## config.mk

```make
export PLATFORM = sky130hd
export DESIGN_NAME = calc_scan_ctrl
export DESIGN_NICKNAME = d
export VERILOG_FILES = /design/src/rtl/calc_scan_ctrl_pkg.sv /design/src/rtl/calc_scan_ctrl_scan_timer.sv /design/src/rtl/calc_scan_ctrl.sv
export SDC_FILE = /design/constraint.sdc
export NUM_CORES = 1
export LEC_CHECK = 0
export ABC_AREA = 1
export ABC_CLOCK_PERIOD_IN_PS = 2400
export BUFFER_PORTS_ARGS = -buffer_cell sky130_fd_sc_hd__buf_2
export CAP_MARGIN = 10
export CORE_UTILIZATION = 50
export DETAILED_ROUTE_END_ITERATION = 6
export HOLD_SLACK_MARGIN = 0.06
export PLACE_DENSITY = 0.77
export SLEW_MARGIN = 10
export SYNTH_ARGS = -nofsm -noshare
export SYNTH_HDL_FRONTEND = slang
export SYNTH_HIERARCHICAL = 1
export SYNTH_SLANG_ARGS = --single-unit
```

## constraint.sdc

```tcl
create_clock -name i_clk -period 2.4 [get_ports i_clk]
set_input_delay 0.36 -clock i_clk [delete_from_list [all_inputs] [get_ports i_clk]]
set_output_delay 0.36 -clock i_clk [all_outputs]
set_load 0.02 [all_outputs]
```

## src/rtl/calc_scan_ctrl_pkg.sv

```systemverilog
// Shared types and constants for the calculator scan controller.
package calc_scan_ctrl_pkg;

    typedef enum logic [1:0] {
        IDLE = 2'd0,
        LOAD = 2'd1,
        EVAL = 2'd2,
        DONE = 2'd3
    } state_e;

    localparam logic [1:0] DIG_A   = 2'd3;
    localparam logic [1:0] DIG_B   = 2'd2;
    localparam logic [1:0] DIG_OP  = 2'd1;
    localparam logic [1:0] DIG_RES = 2'd0;

    localparam int SCAN_DIV_DEF = 100000;

endpackage

```

## src/rtl/calc_scan_ctrl_scan_timer.sv

```systemverilog
// Free-running scan divider; emits a wrap tick and rotates the digit index on each wrap.
module fnd_scan_timer
    import calc_scan_ctrl_pkg::*;
#(
    parameter int SCAN_DIV = SCAN_DIV_DEF
) (
    input  logic       i_clk,
    input  logic       i_rst_n,
    output logic       o_tick,
    output logic [1:0] o_digit
);

    localparam int CW = (SCAN_DIV > 2) ? $clog2(SCAN_DIV) : 1;
    localparam logic [CW-1:0] CNT_MAX = CW'(SCAN_DIV - 1);

    logic [CW-1:0] cnt_q, cnt_d;
    logic [1:0]    digit_q, digit_d;

    assign o_tick  = (cnt_q == CNT_MAX);
    assign o_digit = digit_q;

    always_comb begin
        cnt_d   = o_tick ? '0 : cnt_q + CW'(1);
        digit_d = o_tick ? digit_q + 2'd1 : digit_q;
    end

    always_ff @(posedge i_clk or negedge i_rst_n) begin
        if (!i_rst_n) begin
            cnt_q   <= '0;
            digit_q <= '0;
        end else begin
            cnt_q   <= cnt_d;
            digit_q <= digit_d;
        end
    end

endmodule

```

## src/rtl/calc_scan_ctrl.sv

```systemverilog
// Calculator sequencer: latches operands, captures the result and multiplexes
// the four values onto a scanned 7-segment display.
module calc_scan_ctrl
    import calc_scan_ctrl_pkg::*;
#(
    parameter int SCAN_DIV = SCAN_DIV_DEF
) (
    input  logic       i_clk,
    input  logic       i_rst_n,
    input  logic [3:0] i_a,
    input  logic [3:0] i_b,
    input  logic [1:0] i_selOperator,
    input  logic       i_start,
    input  logic [3:0] i_result,
    output logic [3:0] o_calcA,
    output logic [3:0] o_calcB,
    output logic [1:0] o_calcOp,
    output logic       o_busy,
    output logic       o_done,
    output logic [1:0] o_digitSelect,
    output logic [3:0] o_value,
    output logic       o_en
);

    state_e     state_q, state_d;
    logic [3:0] a_q, a_d, b_q, b_d, res_q, res_d;
    logic [1:0] op_q, op_d;
    logic       res_valid_q, res_valid_d;
    logic       busy_q, busy_d, done_q, done_d;
    logic [3:0] value_q, value_d;
    logic       en_q, en_d;

    logic       scan_tick;
    logic [1:0] digit, digit_nxt;

    fnd_scan_timer #(.SCAN_DIV(SCAN_DIV)) u_scan (
        .i_clk   (i_clk),
        .i_rst_n (i_rst_n),
        .o_tick  (scan_tick),
        .o_digit (digit)
    );

    // busy/done are decoded from the next state so they are registered alongside it
    always_comb begin
        state_d     = state_q;
        a_d         = a_q;
        b_d         = b_q;
        op_d        = op_q;
        res_d       = res_q;
        res_valid_d = res_valid_q;
        busy_d      = 1'b0;
        done_d      = 1'b0;
        case (state_q)
            IDLE: if (i_start) begin
                state_d = LOAD;
                busy_d  = 1'b1;
            end
            LOAD: begin
                a_d     = i_a;
                b_d     = i_b;
                op_d    = i_selOperator;
                state_d = EVAL;
                busy_d  = 1'b1;
            end
            EVAL: begin
                res_d       = i_result;
                res_valid_d = 1'b1;
                state_d     = DONE;
                busy_d      = 1'b1;
                done_d      = 1'b1;
            end
            default: state_d = IDLE;
        endcase
    end

    // Mux from next-cycle digit and source values so the display tracks them with no extra lag
    always_comb begin
        digit_nxt = scan_tick ? digit + 2'd1 : digit;
        value_d   = res_d;
        en_d      = res_valid_d;
        case (digit_nxt)
            DIG_A:  begin value_d = a_d;           en_d = 1'b1; end
            DIG_B:  begin value_d = b_d;           en_d = 1'b1; end
            DIG_OP: begin value_d = {2'b00, op_d}; en_d = 1'b1; end
            default: ;
        endcase
    end

    always_ff @(posedge i_clk or negedge i_rst_n) begin
        if (!i_rst_n) begin
            state_q     <= IDLE;
            a_q         <= '0;
            b_q         <= '0;
            op_q        <= '0;
            res_q       <= '0;
            res_valid_q <= 1'b0;
            busy_q      <= 1'b0;
            done_q      <= 1'b0;
            value_q     <= '0;
            en_q        <= 1'b0;
        end else begin
            state_q     <= state_d;
            a_q         <= a_d;
            b_q         <= b_d;
            op_q        <= op_d;
            res_q       <= res_d;
            res_valid_q <= res_valid_d;
            busy_q      <= busy_d;
            done_q      <= done_d;
            value_q     <= value_d;
            en_q        <= en_d;
        end
    end

    assign o_calcA       = a_q;
    assign o_calcB       = b_q;
    assign o_calcOp      = op_q;
    assign o_busy        = busy_q;
    assign o_done        = done_q;
    assign o_digitSelect = digit;
    assign o_value       = value_q;
    assign o_en          = en_q;

endmodule
```

=== After elaboration in Yosys (flattened, before gate mapping) ===
Index checks and enable logic that the tools add are counted.
W data, S select, Z words.

* $add $sub $neg: 2
* Muxes and demuxes: 14
* Reduce and logical (&&, ||, !) cells: 3
* Eq/ne operators: 7

{| class="wikitable"
|+ Operator list
! operator !! count
|-
| $add A17 B1 Y17 const B || 1
|-
| $eq A17 B17 Y1 const B || 1
|-
| $mux W17 || 1
|-
| $mux W4 || 3
|-
| $pmux W4 S3 || 1
|-
| $eq A2 B2 Y1 const B || 3
|-
| $mux W2 || 3
|-
| $pmux W2 S3 || 1
|-
| $eq A2 B1 Y1 const B || 2
|-
| $mux W1 || 4
|-
| $reduce_or A3 Y1 || 1
|-
| $add A2 B1 Y2 const B || 1
|-
| $logic_not A2 Y1 || 1
|-
| $ne A2 B2 Y1 const B || 1
|-
| $pmux W1 S2 || 1
|-
| $reduce_or A2 Y1 || 1
|}

* Bits of input ports: 17
* Word-level logic and storage cells: 38
* Register bits after elaboration: 43

=== Logic depth before layout (Yosys ltp) ===
* Depth in word-level cells: 5
* Gate-level depth with buffers: 12
* Gate-level depth less buffers: 12

=== Cells and area by module ===
The synthesis kept the hierarchy.

{| class="wikitable"
|+ Modules (own cells, without submodules)
! module !! times used !! area an instance (um^2) !! cells each
|-
| fnd_scan_timer || 1 || 1,133.6 || 166
|-
| calc_scan_ctrl || 1 || 1,061.0 || 120
|}

=== Worst setup path after synthesis ===
OpenSTA, ideal clock, no wires.

* Path kind: reg2reg
* Start: register u_scan.cnt_q[0]
* End: register value_q[2] (netlist: o_value[2])
* Slack: 0.705 ns
* Path buffers: 0
* Data arrival time: 1.574 ns
* Required time: 2.279 ns
* Stages on the path, launching flop included: 13
* Cell sequence: dfrtp_1 ha_1 nand2_1 nor2_1 nand3_1 nor3_1 nand2_1 nand2_2 nand2_4 nand2_2 inv_2 nand2_1 nand3_2

* Word-level cells in the longest chain between the ends: 4
* Elaborated cells on any way between the ends: 6
* Classes of those cells: 4 x eq/ne; 2 x mux

{| class="wikitable"
|+ RTL lines
! item !! line !! RTL
|-
| from (decl) || calc_scan_ctrl_scan_timer.sv:16 || <nowiki>logic [CW-1:0] cnt_q, cnt_d;</nowiki>
|-
| from (signal assigned) || calc_scan_ctrl_scan_timer.sv:32 || <nowiki>cnt_q <= cnt_d;</nowiki>
|-
| $eq A17 B17 Y1 (*) || calc_scan_ctrl_scan_timer.sv:19 || <nowiki>assign o_tick = (cnt_q == CNT_MAX);</nowiki>
|-
| named net scan_tick || calc_scan_ctrl.sv:33 || <nowiki>logic scan_tick;</nowiki>
|-
| $mux W2 (*) || n/a ||
|-
| $eq A2 B1 Y1 / $eq A2 B2 Y1 (equally long branches) || calc_scan_ctrl.sv:81 || <nowiki>case (digit_nxt)</nowiki>
|-
| $pmux W4 S3 (*) || calc_scan_ctrl.sv:81 ||
|-
| named net value_d[2] || calc_scan_ctrl.sv:30 || <nowiki>logic [3:0] value_q, value_d;</nowiki>
|-
| to (signal assigned) || calc_scan_ctrl.sv:110 || <nowiki>value_q <= value_d;</nowiki>
|-
| to (decl) || calc_scan_ctrl.sv:30 ||
|}

Mark *: on every way through the listed nets, which the timed path passes. The rest lies on a longest branch.
A chain may end at the register's enable or synchronous reset.

=== Worst setup path in the final report ===
* Start: register u_scan.cnt_q[0]
* End: register value_q[3] (netlist: o_value[3])

The elaborated chain is that of the path after synthesis.

==> flow_summary.yaml <==
outcome:
  outcome: "complete, no violations"
sta:
  fin_tns_setup_ns: 0
  finClkSkew_ns: 0.00535
  tightest_slew_ns: 0.910
  max_freq_ghz: 0.531
  min_period_ns: 1.88
  min_period_over_period_pct: 78.5
  fin_ws_ns: 0.515
  rsz0062_at_grt: "no"
  hold_viol: 0
  relSlewSlack_pct: 39.4
  setup_viol: 0
  drv_slew: 0
synthesis:
  synth.distinct_cells: 22
  syn_area_um2: 2190
  synth_top_area_share_pct: 49.0
  yosys_warnings: 6
  synth_seq_cells: 43
  synth_nets: 308
  syn_inst: 286
  synthTopCellsByArea: "dfrtp_1 49%, nand2_1 17%, inv_1 6.5%, nand3_1 5.0%, nor2_1 4.4%"
  yosys.area.top_type: "dfrtp_1"
  synth_area_per_cell_um2: 7.67
  yosysSeqAreaShare_pct: 49.0
finish:
  fin_cells: 376
  nets: 347
  final_layout_size_suffix_gt1_share_pct: 20.2
  final_common_cell: "nand2_1"
  synthToLayoutAreaGrowth_pct: 13.9
  layout_common_cells: "102 x nand2_1, 43 x dfrtp_1, 38 x inv_1, 35 x buf_2, 26 x nor2_1"
  antennaDiodeCount: 0
  n_fill_cell: 373
placement:
  portBuffers: 35
  place_ws_ns: 0.546
  dpl.cell_count: 368
  gp_congestion: 0.887
  hpwlAfterDp_um: 3050
worst_setup_path:
  endpoint_kind: "flip-flop"
  crit_required_ns: 2.65
  startpoint_type: "flip-flop"
  crit_type: "reg -> reg"
  worstPathArrival_ns: 2.13
  crit_start: "u_scan/cnt_q[0]"
  rr_startpoint: "u_scan/cnt_q[0]"
  cp_max_fo: 4
clock_tree:
  cts-resized-gates: 0
  insertion_delay_ns: 0.30
  htree_levels: 2
  max-clock-path-buffers: 2
  ctsHoldBuffers: 0
  cts_root_buf: "clkbuf_8"
  clock-sinks: 43
  cts_tree: "yes"
  clkTransAtPathRegs_ns: 0.08
  cts_buffers: 5
  post_cts_buffers: 0
floorplan:
  die_x_um: 68.3
  dieArea_um2: 4660
  core-area_um2: 4120
  die_y_um: 68.3
  rows: 23
  start_util_pct: 53.3
  top_level_ports: 36
routing:
  drc: 0
  drt_first_pass_iters: 5
  initialDrtViolationCount: 85
  routed_via_density: 4.80
  routed_wl_um: 4060
  drtAntennaViolNets: 0
  wire_per_inst_um: 10.8
  vias: 1803
grt:
  grt_max_degree: 44
  grt_usage_pct: 19.7
  overflow: 0
  antenna_found_initial: 0
  grt_pass1_vias: 1522
  grtUsageMet3_pct: 5.50
  grt_pass1_wl_um: 6590
  busiest_layer: "met2"
  grt_use_met1_pct: 26.2
  grt_util_met2_pct: 29.8
flow_run:
  maxCapViolations: 0
power:
  cellPowerDensity_nw_per_um2: 883
  totalPowerFinal_mw: 2.21
  leakage_nw: 1.40
  irDropWorstVdd_uv: 475
hold_path:
  hold_path_class: "in -> async"
-- per-layer routing --
metal | share of wire, % | vias to the layer above
li1 | - | 950
met1 | 48 | 800
met2 | 44 | 48
met3 | 6.3 | 5
met4 | 1.7 | 0
met5 | 0 | -
-- Yosys cell counts --
cell / instances
nand2_2: 5
nand2_4: 1
buf_4: 3
nor3_1: 1
a21oi_1: 2
nand3_2: 3
nand2_1: 102
inv_1: 38
nor2_1: 26
o22ai_1: 1
nand4_1: 8
o21ai_1: 2
nand3_1: 22
ha_1: 5
inv_2: 7
or2_1: 1
xor2_1: 4
nor2_2: 6
dfrtp_1: 43
o21ai_0: 3
o21bai_1: 2
nor2_4: 1
-- through the flow --
step	utilization (%)	area [um^2]	hold WS, ns
2_1_floorplan	-	2190	0.0644
3_3_place_gp	58.6	2410	0.437
3_5_place_dp	58.6	2410	0.442
4_1_cts	60.7	2500	0.216
5_1_grt	60.7	2500	0.266
6_report	60.7	2500	0.177
-- worst max-delay path, cell delays in order (launching register included) --
cell     delay (ns)
dfrtp_1        0.37
ha_1           0.17
nand2_1        0.09
nor2_1         0.14
nand3_1        0.08
nor3_1         0.36
nand2_1        0.17
nand2_2        0.11
nand2_4        0.07
nor2_4         0.11
nand2_1        0.09
nand3_2        0.07
-- cell type report --
class	count	area [um^2]	share of cell area (%)
inverter	45	169	6.76
sequential	43	1080	43.1
tap	50	62.6	2.50
timing repair buffer	35	175	7.01
multi-input combinational	195	927	37.1
clock inverter	3	20.0	0.801
clock buffer	5	68.8	2.75
-- flip-flops by register name, indices dropped and copies added (netlist names) --
signal,count
o_done,1
u_scan/o_digit,2
u_scan/cnt_q,17
o_calcA,4
state_q,2
res_valid_q,1
o_calcB,4
o_value,4
o_busy,1
res_q,4
o_en,1
o_calcOp,2
-- cell families (layout without fill, tap and decap cells) --
family | count (synthesis) | in the layout | share of synthesized area [%]
buffers and inverters | 48 | 88 | 8.72
and+or+nand+nor | 176 | 176 | 35.2
adders and majority gates | 5 | 5 | 2.85
AOI/OAI and AO/OA | 10 | 10 | 2.57
xor gates and xnor gates | 4 | 4 | 1.60
DFF | 43 | 43 | 49.0
-- final timing paths --
| check | endpoint | slack (ns) | cells past startpoint |
|---|---|---|---|
| worst min-delay path | u_scan/cnt_q[2] | 0.18 | 1 |
| worst max-delay path | o_value[3] | 0.52 | 11 |
| worst min register to register | res_valid_q | 0.46 | 2 |
| min in group i_clk | o_calcA[3] | 0.28 | 3 |
| max in group asynchronous | o_calcA[0] | 1.65 | 1 |
| worst max register to register | o_value[3] | 0.52 | 11 |
-- where the power goes --
group	leakage (nW)	internal, mW	switching [mW]
Combinational	0.821	0.252	0.523
Clock	0.0402	0.202	0.255
Sequential	0.538	0.909	0.0640
Total	1.40	1.36	0.843
(Power assumes the default switching activity.)
